`src/rtl/inst_fetch.sv`:
```
// rtl/inst_fetch.sv - sequential instruction fetch from a synchronous ROM with stall, redirect and drain
module inst_fetch #(
    parameter int ADDR_W    = 6,
    parameter int DATA_W    = 32,
    parameter int LAST_ADDR = 63
) (
    input  logic              clka,
    input  logic              rst_n,
    input  logic              run,
    output logic [ADDR_W-1:0] rom_addr,
    input  logic [DATA_W-1:0] rom_data,
    input  logic              id_ready,
    input  logic              branch_valid,
    input  logic [ADDR_W-1:0] branch_target,
    output logic              if_valid,
    output logic [DATA_W-1:0] if_inst,
    output logic [ADDR_W-1:0] if_pc,
    output logic [15:0]       inst_cnt,
    output logic              done
);

    typedef enum logic [1:0] {IDLE, RUN, DRAIN, DONE} state_t;

    localparam logic [ADDR_W-1:0] LAST = ADDR_W'(LAST_ADDR);
    localparam logic [ADDR_W-1:0] ONE  = ADDR_W'(1);

    state_t            state, state_nxt;
    logic [ADDR_W-1:0] pc, pc_nxt;
    logic [ADDR_W-1:0] resp_pc, resp_pc_nxt;
    logic              resp_valid, resp_valid_nxt;
    logic              active;
    logic              stall;
    logic              accept;

    // Address mux and decode-side outputs; a stall re-reads resp_pc so the ROM output stays put
    always_comb begin
        active   = (state == RUN) || (state == DRAIN);
        stall    = resp_valid && !id_ready;
        if_valid = resp_valid && active;
        if_inst  = rom_data;
        if_pc    = resp_pc;
        done     = (state == DONE);
        accept   = if_valid && id_ready && !branch_valid;
        if (branch_valid && active)
            rom_addr = branch_target;
        else if (stall || state == DRAIN)
            rom_addr = resp_pc;
        else
            rom_addr = pc;
    end

    // Next-state logic; issuing LAST_ADDR by any path (sequential or redirect) enters DRAIN
    always_comb begin
        state_nxt      = state;
        pc_nxt         = pc;
        resp_pc_nxt    = resp_pc;
        resp_valid_nxt = resp_valid;
        case (state)
            IDLE: begin
                if (run) begin
                    state_nxt = RUN;
                    pc_nxt    = '0;
                end
            end
            RUN, DRAIN: begin
                if (branch_valid) begin
                    resp_pc_nxt    = branch_target;
                    resp_valid_nxt = 1'b1;
                    pc_nxt         = branch_target + ONE;
                    state_nxt      = (branch_target == LAST) ? DRAIN : RUN;
                end else if (stall) begin
                    state_nxt = state;
                end else if (state == RUN) begin
                    resp_pc_nxt    = pc;
                    resp_valid_nxt = 1'b1;
                    pc_nxt         = pc + ONE;
                    if (pc == LAST)
                        state_nxt = DRAIN;
                end else begin
                    resp_valid_nxt = 1'b0;
                    state_nxt      = DONE;
                end
            end
            DONE: state_nxt = DONE;
            default: begin
                state_nxt      = IDLE;
                resp_valid_nxt = 1'b0;
            end
        endcase
    end

    // State and fetch registers
    always_ff @(posedge clka or negedge rst_n) begin
        if (!rst_n) begin
            state      <= IDLE;
            pc         <= '0;
            resp_pc    <= '0;
            resp_valid <= 1'b0;
        end else begin
            state      <= state_nxt;
            pc         <= pc_nxt;
            resp_pc    <= resp_pc_nxt;
            resp_valid <= resp_valid_nxt;
        end
    end

    // Saturating count of instructions accepted by decode (killed ones excluded)
    always_ff @(posedge clka or negedge rst_n) begin
        if (!rst_n)
            inst_cnt <= '0;
        else if (accept && inst_cnt != 16'hFFFF)
            inst_cnt <= inst_cnt + 16'd1;
    end

endmodule

```
`config.mk`:
```
export PLATFORM = sky130hd
export DESIGN_NAME = inst_fetch
export DESIGN_NICKNAME = d
export VERILOG_FILES = /design/src/rtl/inst_fetch.sv
export SDC_FILE = /design/constraint.sdc
export NUM_CORES = 1
export LEC_CHECK = 0
export ABC_AREA = 1
export ABC_CLOCK_PERIOD_IN_PS = 4000
export BUFFER_PORTS_ARGS = -buffer_cell sky130_fd_sc_hd__buf_2
export CAP_MARGIN = 10
export CORE_MARGIN = 2
export CORE_UTILIZATION = 30
export CTS_CLUSTER_SIZE = 10
export DETAILED_ROUTE_END_ITERATION = 12
export MAX_ROUTING_LAYER = met4
export PLACE_DENSITY_LB_ADDON = 0.25
export SLEW_MARGIN = 20
export SYNTH_ARGS = -nofsm -noshare
export SYNTH_HDL_FRONTEND = slang
export SYNTH_SLANG_ARGS = --single-unit
```
`constraint.sdc`:
```
create_clock -name clka -period 4 [get_ports clka]
set_input_delay 0.8 -clock clka [delete_from_list [all_inputs] [get_ports clka]]
set_output_delay 0.8 -clock clka [all_outputs]
set_load 0.05 [all_outputs]
```
==> summary by stage, run 1 <==
Placement
At the placement stage, the worst setup path has a slack of 1000 ps. The congestion estimate from routability-driven global placement came to 0.852. Detailed placement ended at an HPWL of 4180 um. The number of cells in the design after placement is 452. The post-detailed-placement cell area is 2410 um2. The number of port buffers is 40.

Drt
The number of vias after detailed routing is 2063. After detailed routing, the average wire length per cell comes to 11.8 um. The remaining antenna violation count is 0.

For this block, the initial DRC count from the detailed router was 76. Dividing the detail-routed via count by the number of cells gives 4.48. The post-detailed-route DRC marker count is 0.

For this run, the detailed router's first-pass iteration total came to 4. The routed wire length is 5430 um.

Critical path
The required time of the critical path is 3200 ps. The type of element capturing the critical path is a primary output. The critical path class is in -> out. STA classifies the critical path startpoint as an input port. The critical path goes through buf_2 > inv_1 > a21oi_1 > inv_1 > o21ai_0 > o22ai_1 > buf_2. The critical path contains buffers and inverters numbering 4 combined. On the worst path, the slowest cell contributes a delay of 500 ps. The family of cells with the greatest summed delay on the critical path is compound AO/OA/AOI/OAI gates.

The worst endpoint data arrival time is 2230 ps. In this run the worst path has a maximum fanout of 7. The cell at the slowest stage of the critical path is sky130_fd_sc_hd__a21oi_1.

Pwr
The net switching power of the design is 1.01 mW. The cell-internal power is 0.790 mW. For this design the static power due to leakage is 1.33 nW. Of the total power, the clock network draws 0.136. The relative contribution of sequential cells to total power is 0.282.

The total power density per cell area is 721 nW/um2. The peak supply drop is 397 uV. Of the total power, combinational logic draws 0.582.

Of the total power, the share spent switching nets is 0.560.

Clocking
The H-tree depth reported by CTS is 2. In this run, CTS created clock tree buffers numbering 5. After clock tree synthesis, the repair step resized 0 gates. The post-CTS setup buffer count is 0. The count of hold-fix buffers inserted at cts is 0. The clock-pin slew on the worst setup and hold paths is 70 ps. TritonCTS built the clock tree. Clock tree synthesis found a total of 31 sinks. The clock latency reported for the late side of the worst-skew pair is 280 ps.

The longest clock path from root to sink contains 2 buffers. The root buffer cell chosen for the clock tree is sky130_fd_sc_hd__clkbuf_8.

STA
Measured against its own limit, the worst slew margin works out to 0.536. The minimum clock period is 3030 ps. The fraction of the cycle the final worst path needs is 0.758.

Setup violations remaining at the end of the flow were counted as 0. Setup repair after global routing left no endpoint under its margin. The final count of pins violating max slew is 0. The total negative slack is 0 ps. The upper clock frequency limit is 0.330 GHz. The setup slack after layout is 970 ps. The actual slew at the worst max-slew pin is 696 ps. The final hold violation count is 0. The setup clock skew after layout is 2.50 ps.

Global routing
For this run the aggregate overflow at the end of global routing stands at 0. The maximum number of pins on one net before global-route repair is 32. The first global-routing pass estimated 9410 um of wire. The number of global-route vias before repair was 1972. The initial antenna violation count is 0.

The global-route usage over all layers is 0.139.

Flow run
The tool flagged a number of max-cap violations equal to 0.

Synth
The average instance area after synthesis is 6.82 um2. The number of flip-flops and latches in the synthesized netlist is 31. The register area share after synthesis is 0.326. The number of nets handed over by synthesis was 398. Summing every instance area after synthesis gives 2380 um2. The number of distinct library cells after synthesis is 26. Synthesis produced a netlist whose cell count is 349.

The Yosys step of the flow raised 0 warnings.

Final layout
Compared with the post-synthesis result, the final layout area differs by 4.79%. Once layout is done, the placed cells without fillers occupy 2490 um2. The share of layout cells above drive strength 1 is 0.184. For this run, the post-layout net count is 406. The post-route non-filler standard cell count is 460.

The repair_antennas step left the layout with diodes totalling 0.

Worst hold path
The classification of the worst-slack hold path is reg -> reg.

Die
For this design the top-level I/O count stands at 105. The area inside the core boundary is 7690 um2. The die is 93.0 um tall.

The width of the die is 93.0 um. The die covers 8660 um2. The initial core utilization is 0.309. In this run the core area contains 32 standard-cell rows.

Run status
The run finished with clean final reports.
==> layer usage <==
metal	GRT usage	routed length, um
met1	0.184	2640
met2	0.215	2410
met3	0.0330	344
met4	0.0331	37
met5	-	0
==> cells in the mapped netlist <==
cell	number	area share
sky130_fd_sc_hd__nand2_1	129	0.20
sky130_fd_sc_hd__xnor2_1	10	0.037
sky130_fd_sc_hd__buf_2	2	0.0042
sky130_fd_sc_hd__buf_6	3	0.014
sky130_fd_sc_hd__inv_4	1	0.0026
sky130_fd_sc_hd__o21ai_1	2	0.0042
sky130_fd_sc_hd__o22ai_1	6	0.016
sky130_fd_sc_hd__nor3_4	1	0.0068
sky130_fd_sc_hd__a31oi_1	1	0.0026
sky130_fd_sc_hd__inv_2	2	0.0032
sky130_fd_sc_hd__dfrtp_1	31	0.33
sky130_fd_sc_hd__o21ai_4	1	0.0068
sky130_fd_sc_hd__o21bai_1	1	0.0032
sky130_fd_sc_hd__inv_1	35	0.055
sky130_fd_sc_hd__nand3_1	15	0.032
sky130_fd_sc_hd__a21oi_1	2	0.0042
sky130_fd_sc_hd__o21ai_0	22	0.046
sky130_fd_sc_hd__nand4_1	2	0.0053
sky130_fd_sc_hd__ha_1	6	0.032
sky130_fd_sc_hd__nor2_1	28	0.044
sky130_fd_sc_hd__clkinv_1	1	0.0016
sky130_fd_sc_hd__nand2_2	9	0.024
sky130_fd_sc_hd__nor2_2	2	0.0053
sky130_fd_sc_hd__buf_4	34	0.11
sky130_fd_sc_hd__nand4_2	1	0.0053
sky130_fd_sc_hd__nand3_2	2	0.0084
==> metrics by stage <==
stage / power (mW) / util / hold WS (ps)
final: 1.80 / 0.324 / 515
after global routing: 1.96 / 0.324 / 543
after CTS: 1.82 / 0.324 / 522
after detailed placement: 1.57 / 0.313 / 505
after global placement: 1.56 / 0.313 / 497
after floorplan: 1.43 / - / 491
==> layout by cell type, fill, tap and decap left out, drive strengths merged, types with 3 or more instances in the layout <==
master and instances:
ha 6, xnor2 10, o22ai 6, buf 40, clkbuf 6, dfrtp 31
nand4 3, nor2 30, inv 38, o21ai 25, nand3 17, nand2 138
==> worst reg2reg max path, stage by stage (launching register included) <==
cell                      delay (ps)
sky130_fd_sc_hd__dfrtp_1         410
sky130_fd_sc_hd__inv_1            80
sky130_fd_sc_hd__ha_1            450
sky130_fd_sc_hd__nand2_2         130
sky130_fd_sc_hd__nor3_4          280
sky130_fd_sc_hd__nand2_2         110
sky130_fd_sc_hd__nand2_2         250
sky130_fd_sc_hd__nand2_1         100
sky130_fd_sc_hd__nand2_1          60
==> logic make-up (layout without fill, tap and decap cells) <==
kind of cell | Yosys count | after routing | synth area share
compound gates | 35 | 35 | 0.0831
xor+xnor | 10 | 10 | 0.0368
fa+ha+maj | 6 | 6 | 0.0316
buf+inv | 78 | 87 | 0.188
flops | 31 | 31 | 0.326
simple gates | 189 | 189 | 0.334
==> worst paths after layout <==
kind                          start           end  slack [ps]  cells after the start
max reg2reg                state[0]  inst_cnt[15]        2070                      8
max in group asynchronous     rst_n      if_pc[5]        2990                      1
min reg2reg                if_pc[0]      if_pc[0]         520                      2
min                        if_pc[0]      if_pc[0]         520                      2
min in group asynchronous     rst_n      if_pc[1]         560                      1
max                        id_ready   rom_addr[4]         970                      7
==> layout make-up <==
class                   instances  area (um2)
flip-flops and latches         31         776
clock inverters                 2        12.5
fillers                       886        5190
clock buffers                   6        72.6
repair buffers                 40         200
well taps                     102         128
multi-input cells             240        1150
inverters                      39         149
==> registers in the layout, summed over array words and instances (netlist names) <==
signal      flops
if_pc           6
inst_cnt       16
pc              6
resp_valid      1
state           2
==> power by group through the flow <==
stage	Combinational [mW]	Clock, mW	Sequential, mW
after floorplan	0.769	0	0.660
after global placement	1.05	0	0.515
after detailed placement	1.05	0	0.513
after CTS	1.06	0.260	0.507
after global routing	1.16	0.273	0.522
final	1.05	0.245	0.507
(Power assumes the default switching activity.)
==> inputs of run 2 (changes only) <==
--- a/config.mk
+++ b/config.mk
@@ -6,7 +6,7 @@
 export NUM_CORES = 1
 export LEC_CHECK = 0
 export ABC_AREA = 1
-export ABC_CLOCK_PERIOD_IN_PS = 4000
+export ABC_CLOCK_PERIOD_IN_PS = 2950
 export BUFFER_PORTS_ARGS = -buffer_cell sky130_fd_sc_hd__buf_2
 export CAP_MARGIN = 10
 export CORE_MARGIN = 2
==> constraint.sdc (replaced) <==
create_clock -name clka -period 2.95 [get_ports clka]
set_input_delay 0.59 -clock clka [delete_from_list [all_inputs] [get_ports clka]]
set_output_delay 0.59 -clock clka [all_outputs]
set_load 0.05 [all_outputs]
==> summary by stage, run 2 (synthesis gave the netlist of run 1 again) <==
Clocking
The H-tree depth reported by CTS is 2. The TritonCTS sink count is 31. TritonCTS built the clock tree.

The number of hold buffers added after CTS was 0. After clock tree synthesis, the clock-pin slew on the worst setup and hold paths is 60 ps. The later pin in the worst-skew pair is clocked with a latency of 280 ps.

Post-CTS timing repair inserted 0 buffers for setup. Clock tree synthesis inserted a total of 5 buffers. The post-cts resize count is 0. In this run the clock root is driven by a sky130_fd_sc_hd__clkbuf_8. The maximum root-to-sink buffer count is 2.

Global routing
The first global-routing pass estimated 9210 um of wire. The global-route usage over all layers is 0.136. The number of global-route vias before repair is 1935. Entering global routing, the biggest net connects 32 pins. The remaining global-route overflow is 0.

The initial antenna violation count is 0.

Critical path
The startpoint of the worst-slack reg-to-reg timing path is state[0]. The slowest stage of the critical path belongs to the cell sky130_fd_sc_hd__ha_1. The critical path class is reg -> out.

The launching element type of the critical path is a register. The type of element capturing the critical path is a primary output. The capture point of the worst reg-to-reg path is inst_cnt[13]. The flop-to-flop setup slack is 1030 ps. The depth of the worst register-to-register path is 8. The family of cells with the greatest summed delay on the critical path is adder cells. The highest cell delay on the worst timing path is 450 ps. Of all nets on the critical path, the largest fanout is 12. The critical path goes through inv_1 > ha_1 > nand2_1 > a31oi_1 > buf_2. The required time of the critical path is 2360 ps. The total buffers and inverters traversed by the critical path is 2.

Data arrives at the worst endpoint at 2090 ps.

Pwr
For this design the total switching power over the nets is 1.36 mW. Dividing total power by cell area gives a power density of 989 nW/um2. IR analysis of the VDD net gives a maximum drop of 570 uV. The share of total power dissipated in sequential elements is 0.277. The part of the total power dissipated in combinational logic is 0.574.

The share of power burned in the clock network is 0.149. Of the total power, the share spent switching nets is 0.547. The leakage power is 1.35 nW. Internal power comes to 1.13 mW.

STA
Setup repair after global routing left no endpoint under its margin. The setup clock skew after layout is 2.99 ps. Setup violations remaining at the end of the flow were counted as 0.

The tightest hold margin is 352 ps. The upper clock frequency limit is 0.373 GHz. Once routing completed, OpenROAD measured the worst setup slack at 266 ps. The final count of pins violating max slew is 0. The minimum clock period is 2680 ps. The final hold violation count is 0.

The worst slew slack as a fraction of its limit is 0.532. The fraction of the cycle the final worst path needs is 0.910. After routing, the total negative slack on setup checks comes to 0 ps.

For the pin with the worst max-slew slack, the measured transition is 702 ps.

Final layout
The count of antenna diodes in the layout is 0. The area taken by flip-flops and latches is 776 um2. The register with the most flip-flops in the layout has 16 of them.

The final layout net count is 407. The library cell used most frequently in the layout, excluding fill and tap cells, is sky130_fd_sc_hd__nand2_1. The library cells used most frequently in the layout, excluding fill and tap cells, are sky130_fd_sc_hd__nand2_1 (129), sky130_fd_sc_hd__buf_2 (40), sky130_fd_sc_hd__inv_1 (35). Counting flops per register, the top entry is inst_cnt.

With fillers left out, the area of the finished cells amounts to 2510 um2. In the final layout, the share of cells above drive strength 1 is 0.187. The area of the multi-input gates is 1150 um2. The final-layout fill cell count is 846.

The synthesis-to-finish area growth is 5.73%.

Die
The die outline height is 93.0 um. In this run the horizontal extent of the chip is 93.0 um. The floorplan die area is 8660 um2.

The area inside the core boundary is 7690 um2. For this design the top-level I/O count stands at 105. The floorplan has 32 rows.

The initial utilization of the core area, before any placement, comes to 0.309.

Placement
Detailed placement finished with a half-perimeter wire length of 4150 um. The congestion estimate from routability-driven global placement came to 0.857. After detailed placement, the total cell area comes to 2410 um2. The number of port buffers is 40. The worst-case setup slack after placement is 501 ps.

Run status
The run finished with clean final reports.

Worst hold path
The classification of the worst-slack hold path is in -> async.

Drt
The via density per instance is 4.49. The violation count after the first detailed-route iteration is 85. The number of vias after detailed routing is 2071. For this run, design rule violations remaining after detail routing come to 0.

The average wire per cell in the routed design is 11.7 um. The count of nets left with antenna violations once routing finished came out at 0. The detailed-routing iteration count for the pre-antenna-repair pass is 4. The routed wire length is 5400 um.

Flow run
The number of max-cap violations is 0.
run 2: cell types whose count changed in the layout (fill, tap and decap cells not counted), sizes merged:
cell,previous run,this run
buf,40,41
clkinvlp,1,0
clkbuf,6,8
clkinv,2,1
run 2: through the flow:
| stage | power (mW) | utilization | cells |
|---|---|---|---|
| after floorplan | 1.94 | - | 349 |
| after global placement | 2.13 | 0.314 | 453 |
| after detailed placement | 2.13 | 0.314 | 453 |
| after CTS | 2.52 | 0.327 | 461 |
| after global routing | 2.70 | 0.327 | 461 |
| final | 2.49 | 0.327 | 461 |
run 2: how the worst max path moves through the flow:
stage / start / end / slack (ps) / cells past startpoint
5_1_grt: state[0] / rom_addr[0] / 100 / 6
2_1_floorplan: state[0] / rom_addr[3] / 370 / 7
3_3_place_gp: id_ready / rom_addr[5] / 510 / 8
3_5_place_dp: id_ready / rom_addr[5] / 500 / 8
4_1_cts: state[0] / rom_addr[5] / 240 / 5
6_report: state[0] / rom_addr[5] / 270 / 5
run 2: layout make-up:
cell class | count | area share
inverter | 39 | 0.0592
timing repair buffer | 41 | 0.0826
sequential | 31 | 0.308
multi-input combinational | 240 | 0.459
tap | 102 | 0.0507
clock buffer | 8 | 0.0398
run 2: worst reg2reg max path, cell delays in order, from the launching register on:
cell,delay [ps]
sky130_fd_sc_hd__dfrtp_1,400
sky130_fd_sc_hd__inv_1,80
sky130_fd_sc_hd__ha_1,450
sky130_fd_sc_hd__nand2_2,130
sky130_fd_sc_hd__nor3_4,270
sky130_fd_sc_hd__nand2_2,110
sky130_fd_sc_hd__nand2_2,250
sky130_fd_sc_hd__nand2_1,100
sky130_fd_sc_hd__nand2_1,70
run 2: metal layers:
| metal | wire length, um | vias to the layer above | part of all wire | global-route usage |
|---|---|---|---|---|
| met5 | 0 | - | 0 | - |
| met3 | 321 | 7 | 0.059 | 0.0355 |
| met1 | 2660 | 938 | 0.49 | 0.186 |
| li1 | - | 1066 | - | - |
| met4 | 38 | 0 | 0.0070 | 0.0294 |
| met2 | 2380 | 60 | 0.44 | 0.203 |
run 2: power groups by stage:
stage / Sequential (mW) / Clock (mW) / Combinational [mW]
floorplan: 0.895 / 0 / 1.04
global placement: 0.698 / 0 / 1.43
detailed placement: 0.696 / 0 / 1.44
CTS: 0.689 / 0.388 / 1.44
global route: 0.711 / 0.415 / 1.58
finish: 0.689 / 0.371 / 1.43
==> inputs of run 3 (changes only) <==
--- a/config.mk
+++ b/config.mk
@@ -8,8 +8,6 @@
 export ABC_AREA = 1
 export ABC_CLOCK_PERIOD_IN_PS = 2950
 export BUFFER_PORTS_ARGS = -buffer_cell sky130_fd_sc_hd__buf_2
-export CAP_MARGIN = 10
-export CORE_MARGIN = 2
 export CORE_UTILIZATION = 30
 export CTS_CLUSTER_SIZE = 10
 export DETAILED_ROUTE_END_ITERATION = 12
==> summary by stage, run 3 (synthesis gave the netlist of run 1 again) <==
Die
The width of the die is 91.0 um. The floorplan die area is 8290 um2. The total area inside the core boundary comes to 7690 um2.

The I/O pin count is 105. The die outline height is 91.0 um. For this configuration, the core starts out at a cell density of 0.309. After floorplanning, the core was divided into 32 placement rows.

Critical path
The critical path is of the reg -> out type. For flop-to-flop paths, the worst setup slack is 1030 ps. STA puts the critical path data arrival time at 2130 ps. The launching element type of the critical path is a register. The type of element capturing the critical path is a primary output. Of all nets on the critical path, the largest fanout is 12.

The required time of the critical path is 2360 ps.

Clocking
Counting the buffers created by CTS gives 5. The H-tree depth reported by CTS is 2. The clock passes through at most 2 buffers.

In this run the post-CTS setup repair buffer count came out at 0. Clock tree synthesis found a total of 31 sinks. The cell at the root of the clock tree is sky130_fd_sc_hd__clkbuf_8. At the later pin of the worst-skew pair, clock insertion delay measures 280 ps. The count of hold-fix buffers inserted at cts is 0. Gates resized during post-CTS repair numbered 0. TritonCTS built the clock tree. After clock tree synthesis, the clock-pin slew on the worst setup and hold paths is 70 ps.

Placement
The weighted congestion at the end of routability-driven global placement is 0.832. The wire-length estimate of the detail-placed layout is 4110 um. The number of cells in the design after placement is 454. OpenSTA, run right after detailed placement, puts the worst setup slack at 502 ps. Input and output buffers added on the ports amount to 40.

STA
The tightest hold margin is 351 ps. The actual slew at the worst max-slew pin is 710 ps. Counting I/O delays and the setup requirement, the final critical path takes 2720 ps. The setup violation total in the final timing report is 0. The final count of pins violating max slew is 0.

The worst pin sits at a relative slew slack of 0.527. Timing would allow up to 0.367 GHz. The final hold violation count is 0. Adding up every negative setup slack in the final design gives 0 ps. The worst path meets setup with 228 ps of slack.

Setup repair after global routing left no endpoint under its margin. Across the routed clock network, the largest skew measured is 5.90 ps. The fraction of the cycle the final worst path needs is 0.923.

Global routing
The initial antenna violation count is 0. The number of global-route vias before repair is 2027. Entering global routing, the biggest net connects 32 pins. The first global-routing pass estimated 9460 um of wire. Global routing finished with a remaining overflow of 0.

The global-route usage over all layers is 0.144.

Final layout
The area of the multi-input gates is 1150 um2. In the layout the commonest cells are sky130_fd_sc_hd__nand2_1 (129), sky130_fd_sc_hd__buf_2 (40), sky130_fd_sc_hd__inv_1 (35). Excluding fillers, the count of instances in the completed layout stands at 462. The synthesis-to-finish area growth is 5.26%. The area taken by flip-flops and latches is 776 um2. The top register by number of flip-flops is inst_cnt. The filler cells instantiated in the layout total 875. After the last flow step, the layout net total stands at 408.

The most common cell after layout, fill and taps aside is sky130_fd_sc_hd__nand2_1. The register with the most flip-flops in the layout has 16 of them. The count of antenna diodes in the layout is 0. The share of layout cells above drive strength 1 is 0.186.

Drt
For this block, the initial DRC count from the detailed router was 50. After detailed routing, the number of remaining DRC violations is 0. The via density per instance is 4.47. After detailed routing, the total wire length is 5450 um.

The average wire per cell in the routed design is 11.8 um. The remaining antenna violation count is 0. The detailed-routing iteration count for the pre-antenna-repair pass is 4.

The routed layout has 2064 vias.

Worst hold path
The path class of the tightest hold or removal check is in -> async.

Pwr
Dividing total power by cell area gives a power density of 977 nW/um2. In this run the static leakage power is 1.34 nW. The total design power is 2.45 mW. VDD sags by at most 501 uV.

Run status
The flow ran to the end, and the final reports show no timing, DRC or antenna violations.

Flow run
Max-cap violations in this run came to 0.
run 3: per-stage QoR:
step,util,area (um2)
detailed placement,0.315,2420
CTS,0.326,2500
global route,0.326,2500
floorplan,-,2380
finish,0.326,2500
global placement,0.315,2420
run 3: critical path, cell delays in order (launching register included):
cell and delay [ps]:
sky130_fd_sc_hd__dfrtp_1 410, sky130_fd_sc_hd__inv_1 90, sky130_fd_sc_hd__ha_1 450, sky130_fd_sc_hd__nand2_1 280, sky130_fd_sc_hd__a31oi_1 310, sky130_fd_sc_hd__buf_2 310
run 3: layout make-up:
| class | count | area share |
|---|---|---|
| tap | 102 | 0.0510 |
| multi-input combinational | 240 | 0.461 |
| clock buffer | 7 | 0.0305 |
| sequential | 31 | 0.310 |
| timing repair buffer | 42 | 0.0860 |
| inverter | 39 | 0.0595 |
| clock inverter | 1 | 0.00200 |
run 3: final timing paths:
path | from | to | cells past startpoint
worst max-delay path | state[0] | rom_addr[5] | 5
worst min-delay path | rst_n | if_pc[1] | 1
worst max register to register | state[0] | inst_cnt[15] | 8
worst min register to register | if_pc[0] | if_pc[0] | 2
max in group asynchronous | rst_n | inst_cnt[11] | 1
min in group clka | if_pc[0] | if_pc[0] | 2
run 3: where the power goes:
part | leakage [nW] | internal, mW | switching [mW] | total [mW]
registers | 0.404 | 0.551 | 0.140 | 0.692
logic | 0.895 | 0.367 | 1.06 | 1.43
clock network | 0.0422 | 0.165 | 0.157 | 0.323
run 3: metal layers:
layer	up-vias	global-route usage	wire length, um
li1	1065	-	-
met1	931	0.186	2630
met2	62	0.226	2470
met3	6	0.0343	307
met4	0	0.0344	39
met5	-	-	0
